--- config.mk ---
export PLATFORM = sky130hd
export DESIGN_NAME = atm_session_ctrl
export DESIGN_NICKNAME = d
export VERILOG_FILES = /design/src/rtl/atm_session_ctrl.sv
export SDC_FILE = /design/constraint.sdc
export NUM_CORES = 1
export LEC_CHECK = 0
export CAP_MARGIN = 20
export CORE_MARGIN = 4
export CORE_UTILIZATION = 52
export DETAILED_ROUTE_END_ITERATION = 10
export PLACE_DENSITY_LB_ADDON = 0.15
export SLEW_MARGIN = 20
export SYNTH_ARGS = -nofsm -noshare
export SYNTH_HDL_FRONTEND = slang
export SYNTH_SLANG_ARGS = --single-unit
--- constraint.sdc ---
create_clock -name clk -period 2.9 [get_ports clk]
set_input_delay 0.87 -clock clk [delete_from_list [all_inputs] [get_ports clk]]
set_output_delay 0.87 -clock clk [all_outputs]
set_load 0.05 [all_outputs]
--- src/rtl/atm_session_ctrl.sv ---
// Session sequencer for the crypto ATM: walks the user through login, menu and transaction
// screens, issues ledger verification requests and enforces PIN-retry, exit and timeout policy.
module atm_session_ctrl #(
  parameter int unsigned TIMEOUT_CYCLES = 300000000,
  parameter int unsigned MSG_CYCLES     = 200000000,
  parameter int unsigned PIN_TRIES      = 3
) (
  input  logic        clk,
  input  logic        rst_n,
  input  logic        ready,
  input  logic [1:0]  usr_input,
  input  logic        exit_req,
  input  logic        check_done,
  input  logic        check_pass,
  output logic [15:0] current_state,
  output logic [3:0]  input_style,
  output logic        check_req,
  output logic [1:0]  check_kind,
  output logic        clear_input,
  output logic        session_active
);

  localparam int TRY_W = (PIN_TRIES < 1) ? 1 : $clog2(PIN_TRIES + 1);
  localparam logic [TRY_W-1:0] TRY_LIMIT    = TRY_W'(PIN_TRIES);
  localparam logic [31:0]      TIMEOUT_LAST = 32'(TIMEOUT_CYCLES - 1);
  localparam logic [31:0]      MSG_LAST     = 32'(MSG_CYCLES - 1);

  localparam logic [3:0] STY_NONE     = 4'b0000;
  localparam logic [3:0] STY_SINGLE   = 4'b0001;
  localparam logic [3:0] STY_ACC      = 4'b0010;
  localparam logic [3:0] STY_PIN      = 4'b0011;
  localparam logic [3:0] STY_MENU     = 4'b0100;
  localparam logic [3:0] STY_CURRENCY = 4'b0101;
  localparam logic [3:0] STY_AMOUNT   = 4'b0110;

  localparam logic [1:0] KIND_ACC    = 2'b00;
  localparam logic [1:0] KIND_PIN    = 2'b01;
  localparam logic [1:0] KIND_AMOUNT = 2'b10;
  localparam logic [1:0] KIND_XFER   = 2'b11;

  // Values equal the one-hot bit index driven on current_state.
  typedef enum logic [3:0] {
    S_IDLE          = 4'd0,
    S_ACC_NUM       = 4'd1,
    S_PIN_INPUT     = 4'd2,
    S_MENU          = 4'd3,
    S_SHOW_BALANCES = 4'd4,
    S_CONVERT       = 4'd5,
    S_SEL_CONV_1    = 4'd6,
    S_SEL_CONV_2    = 4'd7,
    S_WITHDRAW      = 4'd8,
    S_SEL_AMT_WD    = 4'd9,
    S_TRANSFER      = 4'd10,
    S_SEL_CUR_XFER  = 4'd11,
    S_SEL_AMT_XFER  = 4'd12,
    S_ERROR         = 4'd13,
    S_SUCCESS       = 4'd14
  } state_e;

  state_e           state_q, state_d;
  logic             ready_q;
  logic [31:0]      timer_q, timer_d;
  logic [TRY_W-1:0] tries_q, tries_d, tries_inc;
  logic             req_q, req_d;
  logic [1:0]       kind_q, kind_d;
  logic             pin_retry;
  logic             ready_rise;
  logic             dwell;

  logic [15:0]      cur_state_q, cur_state_d;
  logic [3:0]       style_q, style_d;
  logic             clear_q, clear_d;
  logic             active_q, active_d;

  assign ready_rise = ready & ~ready_q;
  assign dwell      = (state_q == S_ERROR) || (state_q == S_SUCCESS);
  assign tries_inc  = tries_q + TRY_W'(1);

  // State register; the externally visible outputs are registered alongside.
  always_ff @(posedge clk) begin
    if (!rst_n) begin
      state_q     <= S_IDLE;
      ready_q     <= 1'b0;
      timer_q     <= '0;
      tries_q     <= '0;
      req_q       <= 1'b0;
      kind_q      <= KIND_ACC;
      cur_state_q <= 16'h0001;
      style_q     <= STY_SINGLE;
      clear_q     <= 1'b0;
      active_q    <= 1'b0;
    end else begin
      state_q     <= state_d;
      ready_q     <= ready;
      timer_q     <= timer_d;
      tries_q     <= tries_d;
      req_q       <= req_d;
      kind_q      <= kind_d;
      cur_state_q <= cur_state_d;
      style_q     <= style_d;
      clear_q     <= clear_d;
      active_q    <= active_d;
    end
  end

  // Next-state logic. Priority: exit > check result > dwell/timeout > ready edge.
  always_comb begin
    state_d   = state_q;
    req_d     = req_q;
    kind_d    = kind_q;
    tries_d   = tries_q;
    pin_retry = 1'b0;

    if (exit_req && (state_q != S_IDLE)) begin
      state_d = S_IDLE;
      req_d   = 1'b0;
    end else if (check_done && req_q) begin
      req_d = 1'b0;
      case (state_q)
        S_ACC_NUM: state_d = check_pass ? S_PIN_INPUT : S_ERROR;
        S_PIN_INPUT: begin
          if (check_pass) begin
            state_d = S_MENU;
            tries_d = '0;
          end else begin
            tries_d = tries_inc;
            if (tries_inc == TRY_LIMIT) begin
              state_d = S_ERROR;
            end else begin
              pin_retry = 1'b1;
            end
          end
        end
        S_SEL_CONV_2, S_SEL_AMT_WD, S_SEL_AMT_XFER:
          state_d = check_pass ? S_SUCCESS : S_ERROR;
        default: state_d = S_ERROR;
      endcase
    end else if (dwell) begin
      if (timer_q == MSG_LAST) begin
        state_d = (state_q == S_SUCCESS) ? S_MENU : S_IDLE;
      end
    end else if ((state_q != S_IDLE) && (timer_q == TIMEOUT_LAST)) begin
      state_d = S_ERROR;
      req_d   = 1'b0;
    end else if (ready_rise && !req_q) begin
      case (state_q)
        S_IDLE:          state_d = S_ACC_NUM;
        S_ACC_NUM: begin
          req_d  = 1'b1;
          kind_d = KIND_ACC;
        end
        S_PIN_INPUT: begin
          req_d  = 1'b1;
          kind_d = KIND_PIN;
        end
        S_MENU: begin
          case (usr_input)
            2'b00:   state_d = S_SHOW_BALANCES;
            2'b01:   state_d = S_CONVERT;
            2'b10:   state_d = S_WITHDRAW;
            default: state_d = S_TRANSFER;
          endcase
        end
        S_SHOW_BALANCES: state_d = S_MENU;
        S_CONVERT:       state_d = S_SEL_CONV_1;
        S_SEL_CONV_1:    state_d = S_SEL_CONV_2;
        S_SEL_CONV_2: begin
          req_d  = 1'b1;
          kind_d = KIND_XFER;
        end
        S_WITHDRAW:      state_d = S_SEL_AMT_WD;
        S_SEL_AMT_WD: begin
          req_d  = 1'b1;
          kind_d = KIND_AMOUNT;
        end
        S_TRANSFER:      state_d = S_SEL_CUR_XFER;
        S_SEL_CUR_XFER:  state_d = S_SEL_AMT_XFER;
        S_SEL_AMT_XFER: begin
          req_d  = 1'b1;
          kind_d = KIND_XFER;
        end
        default:         state_d = state_q;
      endcase
    end

    if ((state_d == S_IDLE) && (state_q != S_IDLE)) begin
      tries_d = '0;
    end

    // The dwell count in ERROR/SUCCESS must not be disturbed by stray ready edges.
    if (state_d != state_q) begin
      timer_d = '0;
    end else if (state_q == S_IDLE) begin
      timer_d = '0;
    end else if (ready_rise && !dwell) begin
      timer_d = '0;
    end else begin
      timer_d = timer_q + 32'd1;
    end
  end

  // Output decode from the next state, so the registered outputs line up with state_q.
  always_comb begin
    cur_state_d = 16'h0001 << state_d;
    active_d    = (state_d != S_IDLE);
    clear_d     = (state_d != state_q) || pin_retry;
    case (state_d)
      S_IDLE:          style_d = STY_SINGLE;
      S_ACC_NUM:       style_d = STY_ACC;
      S_PIN_INPUT:     style_d = STY_PIN;
      S_MENU:          style_d = STY_MENU;
      S_SHOW_BALANCES: style_d = STY_SINGLE;
      S_CONVERT:       style_d = STY_SINGLE;
      S_SEL_CONV_1:    style_d = STY_CURRENCY;
      S_SEL_CONV_2:    style_d = STY_CURRENCY;
      S_WITHDRAW:      style_d = STY_SINGLE;
      S_SEL_AMT_WD:    style_d = STY_AMOUNT;
      S_TRANSFER:      style_d = STY_ACC;
      S_SEL_CUR_XFER:  style_d = STY_CURRENCY;
      S_SEL_AMT_XFER:  style_d = STY_AMOUNT;
      default:         style_d = STY_NONE;
    endcase
  end

  assign current_state  = cur_state_q;
  assign input_style    = style_q;
  assign check_req      = req_q;
  assign check_kind     = kind_q;
  assign clear_input    = clear_q;
  assign session_active = active_q;

endmodule

==> impl_metrics.tcl, run 1 <==
set metrics [dict create \
    top_usage_layer "met2" \
    worst_slack_ns 0.0156 \
    track_usage 0.243 \
    multi_input_area_um2 2380 \
    synth_cell_types 66 \
    die_area_um2 8240 \
    netlist.area_leader.share 0.354 \
    holdPathStages 2 \
    grt_start_max_net_pins 33 \
    die_h_um 90.8 \
    clock.fmax_mhz 347 \
    seqCellArea_um2 1260 \
    seq_power_share 0.382 \
    avgViaCountPerCell 5.99 \
    yosysTopAreaCell "dfxtp_1" \
    async_reset_ff_frac 0 \
    drive_gt1_frac 0.351 \
    clkPwrFrac 0.380 \
    critPathArrivalTime_ns 3.15 \
    cpMaxStageDelayCell "clkdlybuf4s50_1" \
    fin_skew_ns 0.00569 \
    vias 3313 \
    avgSynthCellArea_um2 9.52 \
    diodes 0 \
    fillCellCount 412 \
    power_mw 2.32 \
    dpl.hpwl_um 5960 \
    finalHoldViolCount 0 \
    pre_cts_ws_ns -0.481 \
    cts_root_buf "clkbuf_8" \
    netlist_area_um2 3560 \
    min_from "check_kind[1]" \
    use_met2 0.421 \
    grt_pass1_wl_um 16000 \
    place_area_um2 4360 \
    maxSlewHeadroom 0.663 \
    ant_nets 0 \
    cp_cell_sequence "clkdlybuf4s50_1 -> inv_1 -> o31a_1 -> o22ai_2 -> a211oi_2 -> or2_4 -> o311a_4 -> buf_12 -> nor4_2" \
    p_comb_frac 0.238 \
    drt_iter0_drc 240 \
    peakVddDrop_mv 0.378 \
    wl_per_cell_um 17.5 \
    grt_pass1_vias 3328 \
    power.switching_mw 0.691 \
    clock_sinks 63 \
    initial_core_util 0.548 \
    tns_ns 0 \
    fin_crit_ns 2.88 \
    r2r_cells 8 \
    nets 485 \
    start_kind "primary input" \
    layout.cells.non_filler 553 \
    final_cell_mix "61 x dfxtp_1, 58 x buf_4, 28 x clkdlybuf4s50_1, 24 x nor4_2, 23 x nor2_1" \
    layout_worst_path_cycle_share 0.995 \
    synth_edf_count 0 \
    cp.required_ns 3.16 \
    power.leakage_nw 1.85 \
    max-cap-violations 0 \
    area_delta_synth_final_pct 44.2 \
    cts_htree_levels 3 \
    use_met1 0.277 \
    dp.cells 522 \
    drc_errors 0 \
    power_density_nw_per_um2 453 \
    die_w_um 90.8 \
    final_area_um2 5130 \
    tightest_slew_ns 0.503 \
    first_pass_iters 5 \
    cts_tree "done" \
    cts_made_buffers 9 \
    yosys_warnings 0 \
    status "finished, final reports clean" \
    critPathMaxFanout 7 \
    worst-setup-path-type "in -> reg" \
    timing.rr.start "state_q[1]" \
    antenna_found_initial 0 \
    hp-class "reg -> reg" \
    ys_ff_latch 63 \
    globalplace.congestion 0.868 \
    use_met3 0.0508 \
    setup_viol 0 \
    grt_overflow 0 \
    clock_latency_ns 0.36 \
    ys_seq_area_frac 0.354 \
    cts_max_path_buffers 2 \
    io_pins 33 \
    cp-end-kind "register" \
    final_common_cell "dfxtp_1" \
    final_core_util 0.791 \
    path_clk_slew_ns 0.08 \
    synth_nets 388 \
    wirelength_um 9700 \
    cpPeakStageDelay_ns 0.48 \
    synthCells 374 \
    synth_ff_type "dfxtp_1" \
    drv_slew 0 \
    power.internal_mw 1.63 \
    rsz0062_at_grt "yes" \
    synth_area_leaders "dfxtp_1 35%, nor4_2 12%, xor2_1 5.2%" \
    whs_ns 0.502 \
    port_buffers 31 \
    startpoint "usr_input[0]" \
    switching_share 0.297 \
    core_area_um2 6490 \
    rows 29 \
]
==> flip-flops by register name, indices dropped and copies added, names as in the netlist <==
signal	cells
check_kind	2
check_req	1
clear_input	1
current_state	16
input_style	3
ready_q	1
session_active	1
state_q	4
timer_q	32
tries_q	2
==> critical path: cells and delay by family <==
kind	cells	cell delay, ns
AO/OA/AOI/OAI	4	1.05
buffers and inverters	3	0.72
AND/OR/NAND/NOR	2	0.51
==> logic make-up after synthesis <==
kind of cell             count (synthesis)  synth area share
buffers and inverters                   37            0.0576
multiplexers                             3           0.00843
flip-flops                              63             0.354
XOR/XNOR                                33            0.0812
other                                    1           0.00105
adder cells (fa/ha/maj)                  6            0.0211
AND/OR/NAND/NOR                        181             0.363
AO/OA/AOI/OAI                           50             0.114
==> layer usage <==
metal | share of wire | vias to the layer above | routed length, um
li1 | - | 1573 | -
met1 | 0.41 | 1608 | 3970
met2 | 0.51 | 101 | 4920
met3 | 0.050 | 31 | 486
met4 | 0.033 | 0 | 318
met5 | 0 | - | 0
==> repair_timing <==
item | 4_1_cts | 5_1_grt
pin swaps | 16 | 2
buffers inserted | 10 | 0
gates cloned | 5 | 1
resized for setup | 34 | 25
endpoints found under the setup margin | 32 | 46
hold buffers | 0 | 0
endpoints found under the hold margin | 0 | 0
==> cell usage after synthesis (3+ instances only) <==
| cell | n |
|---|---|
| o31a_1 | 3 |
| nor2b_1 | 4 |
| or3_1 | 5 |
| mux2i_1 | 3 |
| buf_2 | 4 |
| a21oi_1 | 10 |
| nor4_1 | 4 |
| nand2b_1 | 4 |
| ha_1 | 6 |
| nand2_1 | 22 |
| o22ai_1 | 3 |
| and2_1 | 14 |
| nand4_1 | 11 |
| clkbuf_1 | 7 |
| and3_1 | 11 |
| buf_6 | 7 |
| nor2_1 | 24 |
| dfxtp_1 | 63 |
| xnor2_1 | 12 |
| xor2_1 | 21 |
| o21ai_0 | 4 |
| a311oi_1 | 3 |
| nand3_1 | 15 |
| nor3_1 | 12 |
| nor4bb_1 | 4 |
| inv_1 | 16 |
| nor4_2 | 33 |
==> cell type report <==
cell class / instances / area share
Multi-Input combinational cell: 274 / 0.463
Clock buffer: 9 / 0.0241
Inverter: 17 / 0.0134
Clock inverter: 7 / 0.0205
Tap cell: 77 / 0.0188
Sequential cell: 63 / 0.246
Timing Repair Buffer: 106 / 0.214
==> path summary, 6_finish.rpt <==
path,end,slack (ns)
min,check_kind[1],0.50
max reg2reg,timer_q[11],0.06
min reg2reg,check_kind[1],0.50
max,timer_q[11],0.02
==> power by group through the flow <==
stage	Clock (mW)	Combinational, mW	Sequential (mW)
floorplan	0	0.207	0.950
global placement	0	0.382	0.908
detailed placement	0	0.386	0.908
CTS	0.896	0.516	0.888
global route	0.934	0.579	0.890
finish	0.884	0.552	0.888
Power figures use the tool's default switching activity.
==> run 2: changes to the inputs <==
- CORE_UTILIZATION: 52 -> 55
- TNS_END_PERCENT: default -> 100
- clock period: 2.9 -> 2.7 ns (I/O delays scaled with it)
==> impl_metrics.tcl, run 2 (synthesis results as in run 1) <==
set metrics [dict create \
    dpl.hpwl_um 6290 \
    peakVddDrop_mv 0.560 \
    r2r_cells 10 \
    grt_overflow 0 \
    globalplace.congestion 0.906 \
    power_density_nw_per_um2 489 \
    grt_start_max_net_pins 33 \
    whs_ns 0.509 \
    critPathArrivalTime_ns 3.10 \
    port_buffers 31 \
    layout_worst_path_cycle_share 1.05 \
    worst-setup-path-type "reg -> reg" \
    die_w_um 88.5 \
    area_delta_synth_final_pct 52.0 \
    antenna_found_initial 0 \
    setup_viol 38 \
    cp-end-kind "register" \
    pre_cts_ws_ns -0.574 \
    ant_nets 0 \
    worst_slack_ns -0.129 \
    grt_pass1_vias 3478 \
    wl_per_cell_um 20.9 \
    violations "negative setup slack" \
    track_usage 0.288 \
    critPathMaxFanout 8 \
    rows 29 \
    core_area_um2 6310 \
    layout.cells.non_filler 566 \
    clock_sinks 63 \
    cts_max_path_buffers 2 \
    startpoint "timer_q[20]" \
    nets 498 \
    timing.rr.start "timer_q[20]" \
    drive_gt1_frac 0.411 \
    hold_buffers 0 \
    vias 3607 \
    rsz0062_at_grt "yes" \
    first_pass_iters 7 \
    final_cell_mix "71 x buf_4, 58 x dfxtp_1, 26 x clkdlybuf4s50_1, 22 x nor2_1" \
    drc_errors 0 \
    fin_skew_ns 0.0118 \
    dp.cells 534 \
    max-cap-violations 0 \
    holdPathStages 2 \
    finalHoldViolCount 0 \
    cts_htree_levels 3 \
    cts_root_buf "clkbuf_8" \
    diodes 0 \
    avgViaCountPerCell 6.37 \
    hp-class "reg -> reg" \
    tightest_slew_ns 0.613 \
    maxSlewHeadroom 0.587 \
    die_area_um2 7830 \
    cts_tree "done" \
    drt_iter0_drc 305 \
    drv_slew 0 \
    power_mw 2.65 \
    wirelength_um 11800 \
    final_common_cell "buf_4" \
    status "finished, violations left" \
    regToRegEndpoint "timer_q[25]" \
    endpoint "timer_q[25]" \
    regToRegSetupSlack_ns -0.13 \
    clock_latency_ns 0.37 \
    cts_made_buffers 9 \
    initial_core_util 0.564 \
    die_h_um 88.5 \
    start_kind "register" \
    io_pins 33 \
    largest_register_ff_count 32 \
    clock.fmax_mhz 353 \
    largest-register "timer_q" \
    power.leakage_nw 1.94 \
    fin_crit_ns 2.83 \
    path_clk_slew_ns 0.08 \
    cp.required_ns 2.97 \
    grt_pass1_wl_um 17300 \
]
==> run 2: cell type report <==
| cell class | instances | area, um2 |
|---|---|---|
| Clock buffer | 9 | 124 |
| Inverter | 17 | 68.8 |
| Clock inverter | 7 | 128 |
| Sequential cell | 63 | 1270 |
| Multi-Input combinational cell | 274 | 2590 |
| Tap cell | 77 | 96.3 |
| Fill cell | 307 | 901 |
| Timing Repair Buffer | 119 | 1140 |
==> run 2: power breakdown <==
part           leakage [nW]  switching, mW  total [mW]  internal (mW)
Combinational          1.30          0.355       0.619          0.265
Clock                 0.126          0.447        1.07          0.628
Sequential            0.512        0.00978       0.955          0.945
==> run 2: how the worst min path moves through the flow <==
| stage | startpoint | end | slack [ns] |
|---|---|---|---|
| 4_1_cts | check_kind[1] | check_kind[1] | 0.51 |
| 2_1_floorplan | timer_q[0] | timer_q[0] | 0.46 |
| 3_3_place_gp | check_kind[1] | check_kind[1] | 0.48 |
| 5_1_grt | timer_q[0] | timer_q[0] | 0.55 |
| 6_report | check_kind[0] | check_kind[0] | 0.51 |
| 3_5_place_dp | check_kind[0] | check_kind[0] | 0.49 |
==> run 2: worst max-delay path: stages, from the launching register on <==
cell and delay [ns]:
dfxtp_2 0.33, or4_4 0.54, nand4b_4 0.20, buf_6 0.15, nor4_4 0.37, o211ai_4 0.16, nor4_4 0.31, nor4_4 0.10
buf_4 0.18, buf_12 0.15, nor4_4 0.26
==> run 2: per-stage QoR <==
| step | utilization | TNS, ns | instance area (um2) |
|---|---|---|---|
| 6_report | 0.857 | -3.13 | 5410 |
| 5_1_grt | 0.857 | -7.18 | 5410 |
| 4_1_cts | 0.819 | -0.241 | 5170 |
| 3_5_place_dp | 0.714 | -27.48 | 4510 |
| 3_3_place_gp | 0.714 | -26.80 | 4510 |
| 2_1_floorplan | - | 0 | 3600 |
==> run 2: what timing repair did <==
action,4_1_cts,5_1_grt
cloned,3,1
buffers inserted,13,3
endpoints found under the setup margin,50,56
pin swaps,36,14
resized for setup,58,38
==> run 2: metal layers <==
| metal | vias to the layer above | global-route usage | part of all wire |
|---|---|---|---|
| met5 | - | 0.0130 | 0 |
| met3 | 51 | 0.0829 | 0.059 |
| met1 | 1783 | 0.337 | 0.40 |
| li1 | 1597 | - | - |
| met4 | 0 | 0.163 | 0.042 |
| met2 | 176 | 0.468 | 0.50 |
